**src/rtl/xps2_tx_pkg.sv**
```systemverilog
// Shared definitions for the PS/2 host-to-device transmitter: bus address,
// status bit positions, FSM encoding and the frame parity helper.
package xps2_tx_pkg;

    localparam logic [31:0] PS2TX_BASE = 32'h0000_0044;

    localparam int PS2TX_BUSY = 0;
    localparam int PS2TX_DONE = 1;
    localparam int PS2TX_ERR  = 2;

    typedef enum logic [2:0] {
        IDLE      = 3'd0,
        INHIBIT   = 3'd1,
        START     = 3'd2,
        SEND      = 3'd3,
        ACK       = 3'd4,
        WAIT_IDLE = 3'd5
    } ps2tx_state_t;

    // PS/2 frames carry odd parity over the eight data bits.
    function automatic logic odd_parity(input logic [7:0] b);
        return ~^b;
    endfunction

endpackage

```
**src/rtl/xps2_sync.sv**
```systemverilog
// Multi-bit pin synchroniser with a falling-edge strobe per bit; shared by
// the PS/2 transmitter and receiver.
module xps2_sync #(
    parameter int STAGES = 2,
    parameter int W      = 1
) (
    input  logic         clk,
    input  logic         rst,
    input  logic [W-1:0] i_d,
    output logic [W-1:0] o_sync,
    output logic [W-1:0] o_fall
);

    logic [STAGES-1:0][W-1:0] r_pipe;
    logic [W-1:0]             r_prev;

    // Reset to the idle-high bus level so no edge is reported on release.
    always_ff @(posedge clk or posedge rst) begin
        if (rst) begin
            r_pipe <= '1;
            r_prev <= '1;
        end else begin
            r_pipe[0] <= i_d;
            for (int i = 1; i < STAGES; i++)
                r_pipe[i] <= r_pipe[i-1];
            r_prev <= r_pipe[STAGES-1];
        end
    end

    assign o_sync = r_pipe[STAGES-1];
    assign o_fall = r_prev & ~r_pipe[STAGES-1];

endmodule

```
**src/rtl/xps2_tx.sv**
```systemverilog
// PS/2 host-to-device transmitter: a bus write sends one command byte,
// a read returns {err, done, busy}. Pins are open-drain via *_oe.
module xps2_tx
    import xps2_tx_pkg::*;
#(
    parameter int INHIBIT_CYCLES = 5000,
    parameter int TIMEOUT_CYCLES = 750000,
    parameter int SYNC_STAGES    = 2
) (
    input  logic       clk,
    input  logic       rst,
    input  logic       sel,
    input  logic       we,
    input  logic [7:0] data_in,
    output logic [2:0] data_out,
    input  logic       ps2_clk_in,
    input  logic       ps2_data_in,
    output logic       ps2_clk_oe,
    output logic       ps2_data_oe,
    output logic       tx_active
);

    localparam int CNT_MAX_VAL = (TIMEOUT_CYCLES > INHIBIT_CYCLES) ? TIMEOUT_CYCLES : INHIBIT_CYCLES;
    localparam int CNT_W       = $clog2(CNT_MAX_VAL + 1);
    localparam logic [CNT_W-1:0] C_INH_LAST = CNT_W'(INHIBIT_CYCLES - 1);
    localparam logic [CNT_W-1:0] C_TMO_LAST = CNT_W'(TIMEOUT_CYCLES - 1);
    localparam logic [CNT_W-1:0] C_CNT_SAT  = '1;

    ps2tx_state_t r_state, w_next;

    logic [1:0]       w_sync, w_fall;
    logic             w_clk_s, w_data_s, w_clk_fall, w_unused;
    logic             w_wr, w_inh_done, w_timeout;
    logic [7:0]       r_shift;
    logic             r_par;
    logic [3:0]       r_bit;
    logic [CNT_W-1:0] r_cnt;
    logic             r_data_oe;
    logic             r_busy, r_done, r_err;

    xps2_sync #(.STAGES(SYNC_STAGES), .W(2)) u_sync (
        .clk    (clk),
        .rst    (rst),
        .i_d    ({ps2_data_in, ps2_clk_in}),
        .o_sync (w_sync),
        .o_fall (w_fall)
    );

    assign w_clk_s    = w_sync[0];
    assign w_data_s   = w_sync[1];
    assign w_clk_fall = w_fall[0];
    assign w_unused   = w_fall[1];

    assign w_wr       = sel & we;
    assign w_inh_done = (r_state == INHIBIT) && (r_cnt == C_INH_LAST);
    assign w_timeout  = ((r_state == SEND) || (r_state == ACK) || (r_state == WAIT_IDLE))
                        && (r_cnt == C_TMO_LAST);

    always_ff @(posedge clk or posedge rst) begin
        if (rst) r_state <= IDLE;
        else     r_state <= w_next;
    end

    always_comb begin
        w_next      = r_state;
        ps2_clk_oe  = 1'b0;
        ps2_data_oe = 1'b0;
        case (r_state)
            IDLE:      if (w_wr) w_next = INHIBIT;
            INHIBIT: begin
                ps2_clk_oe = 1'b1;
                if (w_inh_done) w_next = START;
            end
            START: begin
                ps2_clk_oe  = 1'b1;
                ps2_data_oe = 1'b1;
                w_next      = SEND;
            end
            SEND: begin
                ps2_data_oe = r_data_oe;
                if (w_clk_fall && r_bit == 4'd9) w_next = ACK;
            end
            ACK:       if (w_clk_fall) w_next = WAIT_IDLE;
            WAIT_IDLE: if (w_clk_s && w_data_s) w_next = IDLE;
            default:   w_next = IDLE;
        endcase
        if (w_timeout) w_next = IDLE;
    end

    // Shared counter: inhibit length first, then the frame timeout from clock release.
    always_ff @(posedge clk or posedge rst) begin
        if (rst) begin
            r_cnt <= '0;
        end else begin
            case (r_state)
                INHIBIT:              r_cnt <= w_inh_done ? '0 : r_cnt + 1'b1;
                SEND, ACK, WAIT_IDLE: if (r_cnt != C_CNT_SAT) r_cnt <= r_cnt + 1'b1;
                default:              r_cnt <= '0;
            endcase
        end
    end

    always_ff @(posedge clk or posedge rst) begin
        if (rst) begin
            r_shift   <= '0;
            r_par     <= 1'b0;
            r_bit     <= '0;
            r_data_oe <= 1'b0;
            r_busy    <= 1'b0;
            r_done    <= 1'b0;
            r_err     <= 1'b0;
        end else begin
            case (r_state)
                IDLE: if (w_wr) begin
                    r_shift <= data_in;
                    r_par   <= odd_parity(data_in);
                    r_busy  <= 1'b1;
                    r_done  <= 1'b0;
                    r_err   <= 1'b0;
                end
                START: begin
                    r_bit     <= '0;
                    r_data_oe <= 1'b1;
                end
                SEND: if (w_clk_fall) begin
                    if (r_bit < 4'd8)       r_data_oe <= ~r_shift[r_bit[2:0]];
                    else if (r_bit == 4'd8) r_data_oe <= ~r_par;
                    else                    r_data_oe <= 1'b0;
                    r_bit <= r_bit + 1'b1;
                end
                ACK: if (w_clk_fall) begin
                    r_done <= ~w_data_s;
                    r_err  <= w_data_s;
                end
                WAIT_IDLE: if (w_clk_s && w_data_s) r_busy <= 1'b0;
                default: ;
            endcase
            if (w_timeout) begin
                r_data_oe <= 1'b0;
                r_busy    <= 1'b0;
                r_done    <= 1'b0;
                r_err     <= 1'b1;
            end
        end
    end

    always_comb begin
        data_out             = '0;
        data_out[PS2TX_BUSY] = r_busy;
        data_out[PS2TX_DONE] = r_done;
        data_out[PS2TX_ERR]  = r_err;
    end

    assign tx_active = (r_state != IDLE);

endmodule

```
**config.mk**
```make
export PLATFORM = sky130hd
export DESIGN_NAME = xps2_tx
export DESIGN_NICKNAME = d
export VERILOG_FILES = /design/src/rtl/xps2_tx_pkg.sv /design/src/rtl/xps2_sync.sv /design/src/rtl/xps2_tx.sv
export SDC_FILE = /design/constraint.sdc
export NUM_CORES = 1
export LEC_CHECK = 0
export ABC_AREA = 1
export CAP_MARGIN = 20
export CORE_UTILIZATION = 55
export CTS_CLUSTER_SIZE = 28
export DETAILED_ROUTE_END_ITERATION = 10
export DONT_BUFFER_PORTS = 1
export PLACE_DENSITY = 0.7
export SLEW_MARGIN = 10
export SYNTH_ARGS = -nofsm -noshare
export SYNTH_HDL_FRONTEND = slang
export SYNTH_SLANG_ARGS = --single-unit
```
**constraint.sdc**
```tcl
create_clock -name clk -period 2.25 [get_ports clk]
set_clock_uncertainty 0.05 [all_clocks]
set_input_delay 0.675 -clock clk [delete_from_list [all_inputs] [get_ports clk]]
set_output_delay 0.675 -clock clk [all_outputs]
set_load 0.005 [all_outputs]
```
# Word-level counts from Yosys, hierarchy flattened
# Index checks and enable logic that the tools add are counted.
# totals
reg_bits,45
latch_bits,0
ram_bits,0
mem_bits_ro,0
output_inout_bits,6
mem_count,0
# classes
addsub,2
mul,0
div,0
n_lt_le_gt_ge,2
n_eq_ne,18
shifts,0
n_mux,32
bitwise_logic,6
n_reduce_logical,21
# ops
cell,count
20-bit two-way mux,2
20-bit case mux with 2 select lines,1
"20-bit by 1-bit adder with 20-bit output, second input constant",1
"20-bit by 13-bit equality test with 1-bit output, second input constant",1
"20-bit equality test, second input constant",1
"20-bit inequality test, second input constant",1
3-bit two-way mux,6
3-bit case mux with 6 select lines,1
1-bit two-way mux,14
"3-bit by 2-bit inequality test with 1-bit output, second input constant",4
3-bit nonzero test,4
1-bit case mux with 2 select lines,5
"4-bit equality test, second input constant",2
4-bit case mux with 2 select lines,1
8-bit XNOR reduction,1
"3-bit by 2-bit equality test with 1-bit output, second input constant",2
"3-bit equality test, second input constant",2
"3-bit inequality test, second input constant",2
2-bit AND reduction,3
3-bit AND reduction,2
5-bit AND reduction,1
"4-bit by 1-bit adder with 4-bit output, second input constant",1
1-bit logical AND,4
"3-bit by 4-bit less-than comparator with 1-bit output, second input constant",1
other kinds (13),18

# Logic depth before layout (Yosys ltp)
# Gate-level depths: netlist of run 1.
# depth
word_depth,7
mapped_depth,12
mapped_depth_nobuf,12

# Hierarchy
# A second synthesis of run 1 with hierarchy kept.
# unflattened
hier_cells,400
hier_area_um2,2865.2
# by_module_without_submodules
module,instances,cells_per_inst,area_per_inst_um2,seq_area_each_um2
xps2_tx,1,387,2668.8,1001.0
xps2_sync,1,13,196.4,157.7

# Least setup slack after synthesis of run 1
# No wires, ideal clock.
# synth_timing
path_kind,reg2out
startpoint,register r_state[0]
endpoint,output port ps2_clk_oe
arrival_time_ps,962
t_required_ps,1525
path_slack_ps,563
stages_incl_launch_ff,6
n_path_buf,1
path_cell_list,dfrtp_1 -> inv_1 -> nor3_1 -> buf_2 -> inv_1 -> nand2_1
# synth_between
elab_chain_len,3
word_cells_on_any_way,4
# synth_lines
element,line_no,rtl
start: declaration,xps2_tx.sv:29,"ps2tx_state_t r_state, w_next;"
start signal: assignment,xps2_tx.sv:61,else r_state <= w_next;
3-bit by 1-bit equality test with 1-bit output / 3-bit by 2-bit equality test with 1-bit output (equally long branches),xps2_tx.sv:68,case (r_state)
2-bit OR reduction (no source line) (*),-,
1-bit two-way mux (*),xps2_tx.sv:68,
end: declaration,xps2_tx.sv:18,"output logic ps2_clk_oe,"
# Every way passes the cells marked *; elsewhere a longest branch is shown, timed or not.

# Worst setup path after layout of run 1
# Ends and elaborated chain as after synthesis.

==> results of run 1 <==
==> sequential cells by signal, summed over array words and instances, names as in the netlist <==
signal / flops
r_done: 1
r_busy: 1
r_par: 1
r_cnt: 20
r_shift: 8
r_state: 3
u_sync.r_prev: 1
u_sync.r_pipe: 2
r_bit: 4
u_sync.o_sync: 2
r_err: 1
r_data_oe: 1
==> routing by layer <==
layer	track usage, %	up-vias	wire (um)
met3	5.01	9	382
met2	38.8	67	2840
li1	-	1281	-
met5	0	-	0
met4	7.97	0	74
met1	36.0	1125	3100
==> logic make-up (layout without fill, tap and decap cells) <==
kind of cell | after synthesis | after routing
buffers and inverters | 56 | 57
adders and majority gates | 4 | 4
AOI/OAI and AO/OA | 28 | 28
and+or+nand+nor | 257 | 257
DFF | 45 | 45
xor gates and xnor gates | 11 | 11
==> cell usage after synthesis, drive strengths merged <==
library cell / n
nand2: 132
nor2: 51
nand3: 47
inv: 44
dfrtp: 40
o21ai: 12
nor3: 11
buf: 10
nand4: 8
o211ai: 7
a21oi: 6
xnor2: 6
dfstp: 5
xor2: 5
ha: 4
nand3b: 4
and3: 2
a31oi: 1
clkbuf: 1
clkinv: 1
nor3b: 1
nor4: 1
o21bai: 1
o221a: 1
==> worst reg2reg max path: stages (launching register included) <==
cell and delay (ps):
dfrtp_1 410, ha_1 270, nand2_2 110, nor2_4 150, nand2_4 90, nor3_2 120
nand3_1 370, o21ai_1 260
==> area by class of cell <==
class	instances	area share, %
clock buffers	5	2.28
flip-flops and latches	45	37.5
well taps	70	2.90
repair buffers	4	0.994
inverters	45	5.59
multi-input cells	300	50.0
clock inverters	3	0.746
==> path summary, 6_finish.rpt <==
check | startpoint | end | slack [ps] | depth (start not counted)
min in group clk | ps2_data_in | u_sync.r_pipe[1]$_DFF_PP1_ | 300 | 0
min reg2reg | u_sync.r_pipe[0]$_DFF_PP1_ | u_sync.o_sync[0]$_DFF_PP1_ | 320 | 0
max in group asynchronous | rst | u_sync.r_prev[0]$_DFF_PP1_ | 1450 | 2
max reg2reg | r_cnt[1]$_DFFE_PP0P_ | r_cnt[0]$_DFFE_PP0P_ | 340 | 7
min | rst | r_bit[3]$_DFFE_PP0P_ | 130 | 1
max | r_state[0]$_DFFE_PP0P_ | ps2_clk_oe | 180 | 4
==> cell usage in the layout (no fill, tap or decap), types with 6 or more instances in the layout <==
cell type / count
inv_2: 9
nor2_1: 46
inv_1: 35
nand2_1: 126
nand4_1: 8
nor3_1: 9
o211ai_1: 7
xnor2_1: 6
dfrtp_1: 40
nand3_1: 41
o21ai_0: 8
==> report_power, final <==
part	internal (mW)	switching, mW
clock	0.221	0.297
sequential	0.977	0.149
combinational	0.299	0.620
==> metrics by stage <==
| step | power (mW) | util, % | hold slack [ps] |
|---|---|---|---|
| after detailed placement | 2.06 | 57.7 | 303 |
| after floorplan | 1.92 | - | 295 |
| after CTS | 2.58 | 59.5 | 141 |
| final | 2.56 | 59.5 | 133 |
| after global routing | 2.79 | 59.5 | 151 |
| after global placement | 2.05 | 57.7 | 295 |
==> metrics.cfg, run 1 <==
[grt]
overflow=0
grt_antenna_before_repair=0
grt_pass1_vias=2320
grt_pass1_wl_um=10600
grt_max_degree=19
grt_usage_pct=25.3

[placed_design]
dpl.cell_count=464
placed_area_um2=2930
globalplace.congestion=0.945
dp_worst_setup_slack_ps=372
dp_hpwl_um=4990
port_buffers=0

[sta]
rsz0062_at_grt=no
setup_viol=0
period_needed_ps=2070
hold_viol=0
final.setup.worst_slack_ps=178
finalCritPeriodShare_pct=92.1
drv_slew=0
tightest_slew_ps=489
fin_tns_setup_ps=0
slew_headroom_pct=67.3
fmax_mhz=483

[critical_path]
cp-end-kind=output port
cp_num_buf_inv=2
worstSetupStartpointType=register
criticalPathCategory=reg2out
crit_chain=inv_1 > nor3_1 > inv_1 > nand2_1
crit_slowest_cell=dfrtp_1
cp_max_fo=5
worstPathRequired_ps=1520
critPathArrivalTime_ps=1350
critical-path-max-stage-delay_ps=460
cpMostUsedCell=inv_1
crit_family=flip-flops

[cells_and_area]
fillCellCount=513
n_antenna_cell=0
regArea_um2=1130
drive_gt1_share_pct=12.2
final_cell_count_no_fill=472
multi_input_area_um2=1510
final_net_count=419
final_area_um2=3020
syn_to_final_growth_pct=4.59

[synth]
synth_top_family_by_area=simple AND/OR/NAND/NOR gates
synth_adder_area_share_pct=1.73
synth_top_area_share_pct=34.7
muxShareOfSynthArea_pct=0
syn-cell-area_um2=2890
synth.net_count=419
syn_avg_cell_area_um2=7.20
yosysSeqAreaShare_pct=39.2
yosys.area_share.simple_pct=41.0
syn-instance-count=401
yosys_warnings=0
synth_xor_area_share_pct=3.34
synth_compound_area_share_pct=6.20
yosysUniqueCellTypes=37
ys_seq_elements=45
synth_area_leader_cell=dfrtp_1
ys_top_cells_by_area=dfrtp_1 (35%), nand2_1 (16%), nand3_1 (7.1%)

[route]
wl_per_cell_um=13.6
drt-initial-drc-count=222
drt-total-wl_um=6400
vias=2482
postRouteAntennaNets=0
post-route-drc-count=0
vias_per_cell=5.26
first_pass_iters=4

[cts]
cts_resized=0
htree_levels=2
cts-hold-fix-buffers=0
cts_buffers=5
cts_sinks=45
clock-root-buffer=clkbuf_8
clk_latency_ps=300
path_clk_slew_ps=100
cts.path.max_buffers=2
postCtsSetupBuffers=0
cts_tree=yes

[floorplan]
core_area_um2=5070
start_util_pct=56.9
die_area_um2=5540
row_count=26
die_h_um=74.5
io_pins=20
die_x_um=74.5

[run]
drv_cap=0

[worst_hold_path]
hold_class=in2async

[run_status]
status=finished clean

[power]
p_leak_nw=1.50
powerDensity_nw_per_um2=849
vdd_ir_drop_max_mv=0.411

Note: power is estimated with default switching activity, not from simulation.
==> run 2: changes to the inputs <==
- CAP_MARGIN: 20 -> default
==> results of run 2 <==
Final layout, timing and power as in run 1 (identical DEF).
